===== src/rtl/sprite_fetch.sv =====
// Line-by-line sprite fetcher: walks one sprite row through an async ROM
// in step with the horizontal scan, one registered colour index per pixel.
module sprite_fetch #(
    parameter int CORDW    = 16,
    parameter int COLRW    = 4,
    parameter int SPR_W    = 16,
    parameter int SPR_H    = 16,
    parameter int FRAMES   = 2,
    parameter int TRANSP   = 0,
    parameter int LINE_END = 639,
    localparam int ROM_DEPTH = FRAMES * SPR_W * SPR_H,
    localparam int ADDRW     = $clog2(ROM_DEPTH),
    localparam int FRW       = (FRAMES > 1) ? $clog2(FRAMES) : 1
) (
    input  logic             clk,
    input  logic             rst_n,
    input  logic             start,
    input  logic [CORDW-1:0] sx,
    input  logic [CORDW-1:0] sy,
    input  logic [CORDW-1:0] sprx,
    input  logic [CORDW-1:0] spry,
    input  logic [FRW-1:0]   frame,
    output logic [ADDRW-1:0] rom_addr,
    input  logic [COLRW-1:0] rom_data,
    output logic [COLRW-1:0] pix,
    output logic             drawing,
    output logic             done
);

    localparam int OXW  = (SPR_W > 1) ? $clog2(SPR_W) : 1;
    localparam int ROWW = (SPR_H > 1) ? $clog2(SPR_H) : 1;

    typedef enum logic [2:0] {
        IDLE,
        CHECK,
        WAIT_POS,
        SPR_LINE,
        DONE
    } state_t;

    state_t state, state_n;

    logic [CORDW-1:0] sy_r, sprx_r, spry_r;
    logic [FRW-1:0]   frame_r;
    logic [ROWW-1:0]  row;
    logic [OXW-1:0]   ox;
    logic [CORDW-1:0] d;
    logic             in_rng;
    logic             at_pos;
    logic             at_end;
    logic             ox_last;
    logic             latch;
    logic             load_row;
    logic             cap;

    // Signed line offset into the sprite; sign bit set means above the top
    assign d       = sy_r - spry_r;
    assign in_rng  = !d[CORDW-1] && (d < CORDW'(SPR_H));
    assign at_pos  = (sx == sprx_r - CORDW'(1));
    assign at_end  = (sx == CORDW'(LINE_END));
    assign ox_last = (ox == OXW'(SPR_W - 1));

    assign rom_addr = ADDRW'(frame_r) * ADDRW'(SPR_W * SPR_H)
                    + ADDRW'(row) * ADDRW'(SPR_W)
                    + ADDRW'(ox);

    assign done = (state == DONE);

    always_ff @(posedge clk or negedge rst_n) begin
        if (!rst_n) state <= IDLE;
        else        state <= state_n;
    end

    always_comb begin
        state_n  = state;
        latch    = 1'b0;
        load_row = 1'b0;
        cap      = 1'b0;
        if (start) begin
            latch   = 1'b1;
            state_n = CHECK;
        end else begin
            unique case (state)
                IDLE: state_n = IDLE;
                CHECK: begin
                    if (in_rng) begin
                        load_row = 1'b1;
                        state_n  = WAIT_POS;
                    end else begin
                        state_n = DONE;
                    end
                end
                WAIT_POS: begin
                    if (at_pos) begin
                        cap     = 1'b1;
                        state_n = SPR_LINE;
                    end else if (at_end) begin
                        state_n = DONE;
                    end
                end
                SPR_LINE: begin
                    cap = 1'b1;
                    if (ox_last) state_n = DONE;
                end
                DONE: state_n = IDLE;
                default: state_n = IDLE;
            endcase
        end
    end

    always_ff @(posedge clk or negedge rst_n) begin
        if (!rst_n) begin
            sy_r    <= '0;
            sprx_r  <= '0;
            spry_r  <= '0;
            frame_r <= '0;
            row     <= '0;
            ox      <= '0;
            pix     <= '0;
            drawing <= 1'b0;
        end else begin
            if (latch) begin
                sy_r    <= sy;
                sprx_r  <= sprx;
                spry_r  <= spry;
                frame_r <= frame;
            end
            if (load_row) begin
                row <= d[ROWW-1:0];
                ox  <= '0;
            end
            // ROM data for offset ox lands in pix one cycle later
            if (cap) begin
                pix     <= rom_data;
                drawing <= (rom_data != COLRW'(TRANSP));
                if (!ox_last) ox <= ox + OXW'(1);
            end else begin
                pix     <= '0;
                drawing <= 1'b0;
            end
        end
    end

endmodule


===== config.mk =====
export PLATFORM = sky130hd
export DESIGN_NAME = sprite_fetch
export DESIGN_NICKNAME = d
export VERILOG_FILES = /design/src/rtl/sprite_fetch.sv
export SDC_FILE = /design/constraint.sdc
export NUM_CORES = 1
export LEC_CHECK = 0
export BUFFER_PORTS_ARGS = -buffer_cell sky130_fd_sc_hd__buf_2
export CELL_PAD_IN_SITES_DETAIL_PLACEMENT = 1
export CELL_PAD_IN_SITES_GLOBAL_PLACEMENT = 1
export CORE_ASPECT_RATIO = 0.75
export CORE_UTILIZATION = 38
export DETAILED_ROUTE_END_ITERATION = 7
export GPL_TIMING_DRIVEN = 0
export HOLD_SLACK_MARGIN = 0.05
export PLACE_DENSITY_LB_ADDON = 0.1
export REMOVE_ABC_BUFFERS = 1
export SLEW_MARGIN = 10
export SYNTH_ARGS = -nofsm -noshare
export SYNTH_HDL_FRONTEND = slang
export SYNTH_SLANG_ARGS = --single-unit

===== constraint.sdc =====
create_clock -name clk -period 2.8 [get_ports clk]
set_input_delay 0.28 -clock clk [delete_from_list [all_inputs] [get_ports clk]]
set_output_delay 0.28 -clock clk [all_outputs]
set_load 0.005 [all_outputs]

Word-level counts from Yosys, hierarchy flattened
Index checks and enable logic that the tools add are counted.
Operators by class
  add/sub/neg operators: 5
  $lt $le $gt $ge: 1
  equal/unequal tests: 9
  mux-type cells: 18
  reductions and logical operators: 4
Operator list (count)
  $eq A16 B10 Y1 const B: 1
  $eq A16 B16 Y1: 1
  $lt A16 B5 Y1 const B: 1
  $mux W4: 4
  $sub A16 B1 Y16 const B: 1
  $sub A16 B16 Y16: 1
  $mux W3: 5
  $add A9 B4 Y9: 1
  $add A9 B8 Y9: 1
  $pmux W3 S3: 1
  $mux W1: 7
  $eq A3 B2 Y1 const B: 2
  $add A4 B1 Y4 const B: 1
  $eq A4 B4 Y1 const B: 1
  $ne A4 B4 Y1 const B: 1
  $reduce_bool A4 Y1: 1
  $eq A3 B1 Y1 const B: 1
  $eq A3 B3 Y1 const B: 1
  $ne A3 B3 Y1 const B: 1
  $pmux W1 S2: 1
  $reduce_and A2 Y1: 1
  $logic_and A1 B1 Y1: 1
  $logic_not A1 Y1: 1
Word-level totals
  bits in registers: 65
  input port bits: 72
  word-level logic and storage cells: 46

Logic depth before layout (Yosys ltp)
  depth in word-level cells: 9
  gate-level depth with buffers: 11
  gate-level depth less buffers: 11

Worst setup path before layout
OpenSTA, ideal clock, no wires.
  kind: reg2reg
  start: register sy_r[4]
  end: register row[2]
  library setup time: 0.125 ns
  arrival: 2.833 ns
  data required time: 2.675 ns
  slack: -0.158 ns
  stages on the path, launching flop included: 10
  cells stage by stage: dfrtp_1 ha_1 a21o_1 a31o_1 or3b_4 a2111oi_4 a31oi_2 nor4_4 nand4_4 mux2_4
Between the ends
  longest elaborated chain between the ends: 6
  elaborated cells between the ends (all ways): 7
  classes of those cells: 1 x add/sub; 1 x order compare; 3 x mux; 2 x reduce/logical
RTL lines
  from (decl): RTL line 43  | logic [CORDW-1:0] sy_r, sprx_r, spry_r;
  from (signal assigned): RTL line 123  | sy_r <= sy;
  $sub A16 B16 Y16 (*): RTL line 57  | assign d = sy_r - spry_r;
  $lt A16 B5 Y1 / $logic_not A1 Y1 (equally long branches): RTL line 58  | assign in_rng = !d[CORDW-1] && (d < CORDW'(SPR_H));
  $logic_and A1 B1 Y1 (*): RTL line 58
  $mux W1 (*): RTL line 86  | if (in_rng) begin
  $mux W1 (*): RTL line 83  | unique case (state)
  $mux W1 (*): RTL line 79  | if (start) begin
  to (signal assigned): RTL line 129  | row <= d[ROWW-1:0];
  to (decl): RTL line 45  | logic [ROWW-1:0] row;
Every way passes the cells marked *; elsewhere a longest branch is shown, timed or not.
A chain may end at the register's enable or synchronous reset.

Final worst setup path
  start: register spry_r[4]
  end: register ox[1]
Between the ends
  longest elaborated chain between the ends: 9
  elaborated cells between the ends (all ways): 10
  classes of those cells: 1 x add/sub; 1 x order compare; 6 x mux; 2 x reduce/logical
RTL lines
  from (decl): RTL line 43
  from (signal assigned): RTL line 125  | spry_r <= spry;
  $sub A16 B16 Y16 (*): RTL line 57
  $lt A16 B5 Y1 / $logic_not A1 Y1 (equally long branches): RTL line 58
  $logic_and A1 B1 Y1 (*): RTL line 58
  $mux W1 (*): RTL line 86
  $mux W1 (*): RTL line 83
  $mux W1 (*): RTL line 79
  $mux W4 (*): RTL line 128  | if (load_row) begin
  $mux W4: RTL line 136  | if (!ox_last) ox <= ox + OXW'(1);
  $mux W4 (*): RTL line 133  | if (cap) begin
  to (signal assigned): RTL line 136
  to (decl): RTL line 46  | logic [OXW-1:0] ox;
Marked as above.

==> out/results.ini <==
[run_status]
status = finished with violations
violations = negative setup slack

[finish]
design_area_sq_um = 5220
num-fill-cells = 1205
drive_gt1_frac = 0.362
nets = 606
diodes = 0
syn2layout_area_growth_pct = 28.6

[yosys]
synth-main-ff-cell = dfrtp_1
synth_seq_area_share = 0.400
synthTopCellsByCount = dfrtp_1, o21ai_0, mux2_2, nand2_1, inv_1
synth_top_cell_by_area = dfrtp_1
synth_cell_types = 64
syn-mean-instance-area_sq_um = 9.91
netlist_area_sq_um = 4060
netlist_instances = 410
synth-edff-count = 0
ys_ff_latch = 65
synth-warning-count = 0
synth_area_leaders = dfrtp_1, mux2_2, ha_1, o21ai_0, xnor2_1
synth_top_area_share = 0.400
yosysMostFrequentCell = dfrtp_1
ys_async_sr_fraction = 1.00

[worst_setup_path]
cpLargestDelayFamily = compound AO/OA/AOI/OAI gates
endpoint_kind = flop
crit_slowest_cell = or3b_4
r2r_cells = 11
worstPathRequired_ns = 3.02
critPathLaunchType = flop
path_class = flop to flop
cp.buffers_inverters = 2
worstPathArrival_ns = 3.27
rr_startpoint = spry_r[4]
cp_max_fo = 6
rrSetupSlack_ns = -0.25
critPathMaxStageDelay_ns = 0.44
reg2reg_to = ox[1]
path_cells = inv_2, ha_4, a21o_1, a31o_1, or3b_4, a2111oi_4, a31oi_2, nor4_4, buf_4, a41oi_4, mux2_4

[min_path]
hp-class = primary input to flop
hp-start = sprx[11]
hold_depth = 3
hold-path-endpoint = sprx_r[11]

[grt]
antenna_found_initial = 0
grt-ovfl-total = 0
grt_max_degree = 48
grt_pass1_wl_mm = 17.9
met1_usage = 0.294
first_global_vias = 3592
grt_util_met3 = 0.0559
top_usage_layer = met2
grt_usage = 0.209
met2_usage = 0.306

[die]
pin_count = 87
rows = 32
initial_core_util = 0.393
coreArea_sq_um = 10300
dieWidth_microns = 121
die_area_sq_um = 11100
die-height_microns = 91.5

[power_and_ir_drop]
power.density_nw_per_um2 = 570
leakagePower_nw = 2.36
total_power_mw = 2.98
swShare = 0.315
seqPwrFrac = 0.366
combPwrFrac = 0.285
intPower_mw = 2.04
p_switching_mw = 0.939
clock_power_share = 0.349
ir_drop_mv = 0.380

[timing]
timing.final.ws_setup_ns = -0.249
holdWs_ns = 0.153
fmax_ghz = 0.328
min_period_ns = 3.05
slew_headroom = 0.671
period_share = 1.09
worst_pin_slew_ns = 0.488
finalHoldViolCount = 0
finalMaxSlewViolations = 0
fin_skew_ns = 0.00808
setup_violations = 10
rsz0062_at_grt = yes

[routing]
wl_mm = 10.7
ant_nets = 0
detail_route.wl_per_cell_microns = 16.4
first_pass_iters = 4
first_iter_violations = 97
viasPerCell = 5.25
drcViolationCount = 0
vias = 3438

[cts]
cts_tree = yes
h-tree-depth = 3
clock-root-buffer = clkbuf_16
cts_buffer_depth = 2
worstSkewPairLatency_ns = 0.34
cts_made_buffers = 9
clock-sinks = 65
clkSlewWorstSetupHoldPaths_ns = 0.05

[placement]
pre_cts_slack_ns = -0.507
routabilityCongestion = 0.815
io_buffers = 86
place_area_sq_um = 4700
post-dp-hpwl_mm = 7.99

[flow_run]
max_cap_violations = 0

## cells in the final DEF (no fill, tap or decap), types with 4 or more instances in the layout
cell,instances
dfrtp_1,65
and2_1,6
inv_1,26
nor2_1,21
nor4_1,4
mux2_2,31
a211oi_1,5
ha_1,14
nand2_1,32
a21oi_1,20
nand3_1,6
nor2b_1,7
nor3_1,5
o21ai_0,32
clkbuf_16,9
xor2_1,13
buf_2,85
buf_4,15
mux2i_1,4
nand2b_1,10
xnor2_1,16
## kinds of logic (layout without fill, tap and decap cells)
logic type,Yosys count,in the layout,share of synthesized area
adder cells (fa/ha/maj),18,18,0.0573
buffers and inverters,40,149,0.0382
AO/OA/AOI/OAI,97,97,0.159
AND/OR/NAND/NOR,122,122,0.175
flip-flops,65,65,0.400
XOR/XNOR,30,30,0.0647
multiplexers,38,38,0.106
## worst max-delay path by stage
| stage | from | to | slack [ns] | depth (start not counted) |
|---|---|---|---|---|
| after floorplan | sy_r[4] | row[2] | -0.16 | 9 |
| after global placement | sy_r[0] | row[3] | -0.42 | 10 |
| after detailed placement | sy_r[0] | row[2] | -0.51 | 10 |
| after CTS | spry_r[1] | row[3] | -0.18 | 10 |
| after global routing | spry_r[4] | ox[1] | -0.37 | 11 |
| final | spry_r[4] | ox[1] | -0.25 | 11 |
## state kept, by name, summed over array words and instances, names as in the netlist
signal   cells
state        3
frame_r      1
sy_r        16
spry_r      16
pix          4
sprx_r      16
row          4
drawing      1
ox           4
## worst register-to-register path, delay by kind of cell, from the launching register on
family | cells | cell delay [ns]
AO/OA/AOI/OAI | 5 | 0.97
AND/OR/NAND/NOR | 2 | 0.81
buffers and inverters | 2 | 0.28
flip-flops | 1 | 0.38
multiplexers | 1 | 0.29
adder cells (fa/ha/maj) | 1 | 0.22
## per-stage QoR
| stage | util | instances | setup TNS (ns) |
|---|---|---|---|
| 6_report | 0.506 | 655 | -1.82 |
| 5_1_grt | 0.506 | 655 | -3.18 |
| 4_1_cts | 0.501 | 651 | -1.44 |
| 3_5_place_dp | 0.455 | 623 | -3.64 |
| 3_3_place_gp | 0.446 | 620 | -2.72 |
| 2_1_floorplan | - | 398 | -0.591 |
## power by group through the flow
| stage | clock, mW | sequential, mW | combinational [mW] |
|---|---|---|---|
| finish | 1.04 | 1.09 | 0.849 |
| global route | 1.11 | 1.10 | 0.937 |
| CTS | 1.08 | 1.09 | 0.830 |
| detailed placement | 0 | 1.10 | 0.760 |
| global placement | 0 | 1.10 | 0.719 |
| floorplan | 0 | 1.08 | 0.523 |
## cell type report
| cell class | count | area (sq um) | area share |
|---|---|---|---|
| clock inverters | 3 | 17.5 | 0.00335 |
| inverters | 28 | 105 | 0.0201 |
| well taps | 136 | 170 | 0.0326 |
| repair buffers | 107 | 664 | 0.127 |
| clock buffers | 11 | 253 | 0.0484 |
| flip-flops and latches | 65 | 1630 | 0.311 |
| multi-input cells | 305 | 2390 | 0.457 |
## routing by layer
| layer | vias up | part of all wire |
|---|---|---|
| met5 | - | 0 |
| met4 | 0 | 0.017 |
| met3 | 14 | 0.052 |
| met2 | 75 | 0.43 |
| met1 | 1661 | 0.50 |
| li1 | 1688 | - |
## what timing repair did
item	in CTS	in global routing
resized for setup	21	6
buffers inserted	13	4
endpoints found under the setup margin	15	10
pin swaps	10	9
hold buffers	1	0
hold endpoints to repair	18	0
Note: power is estimated with default switching activity, not from simulation.
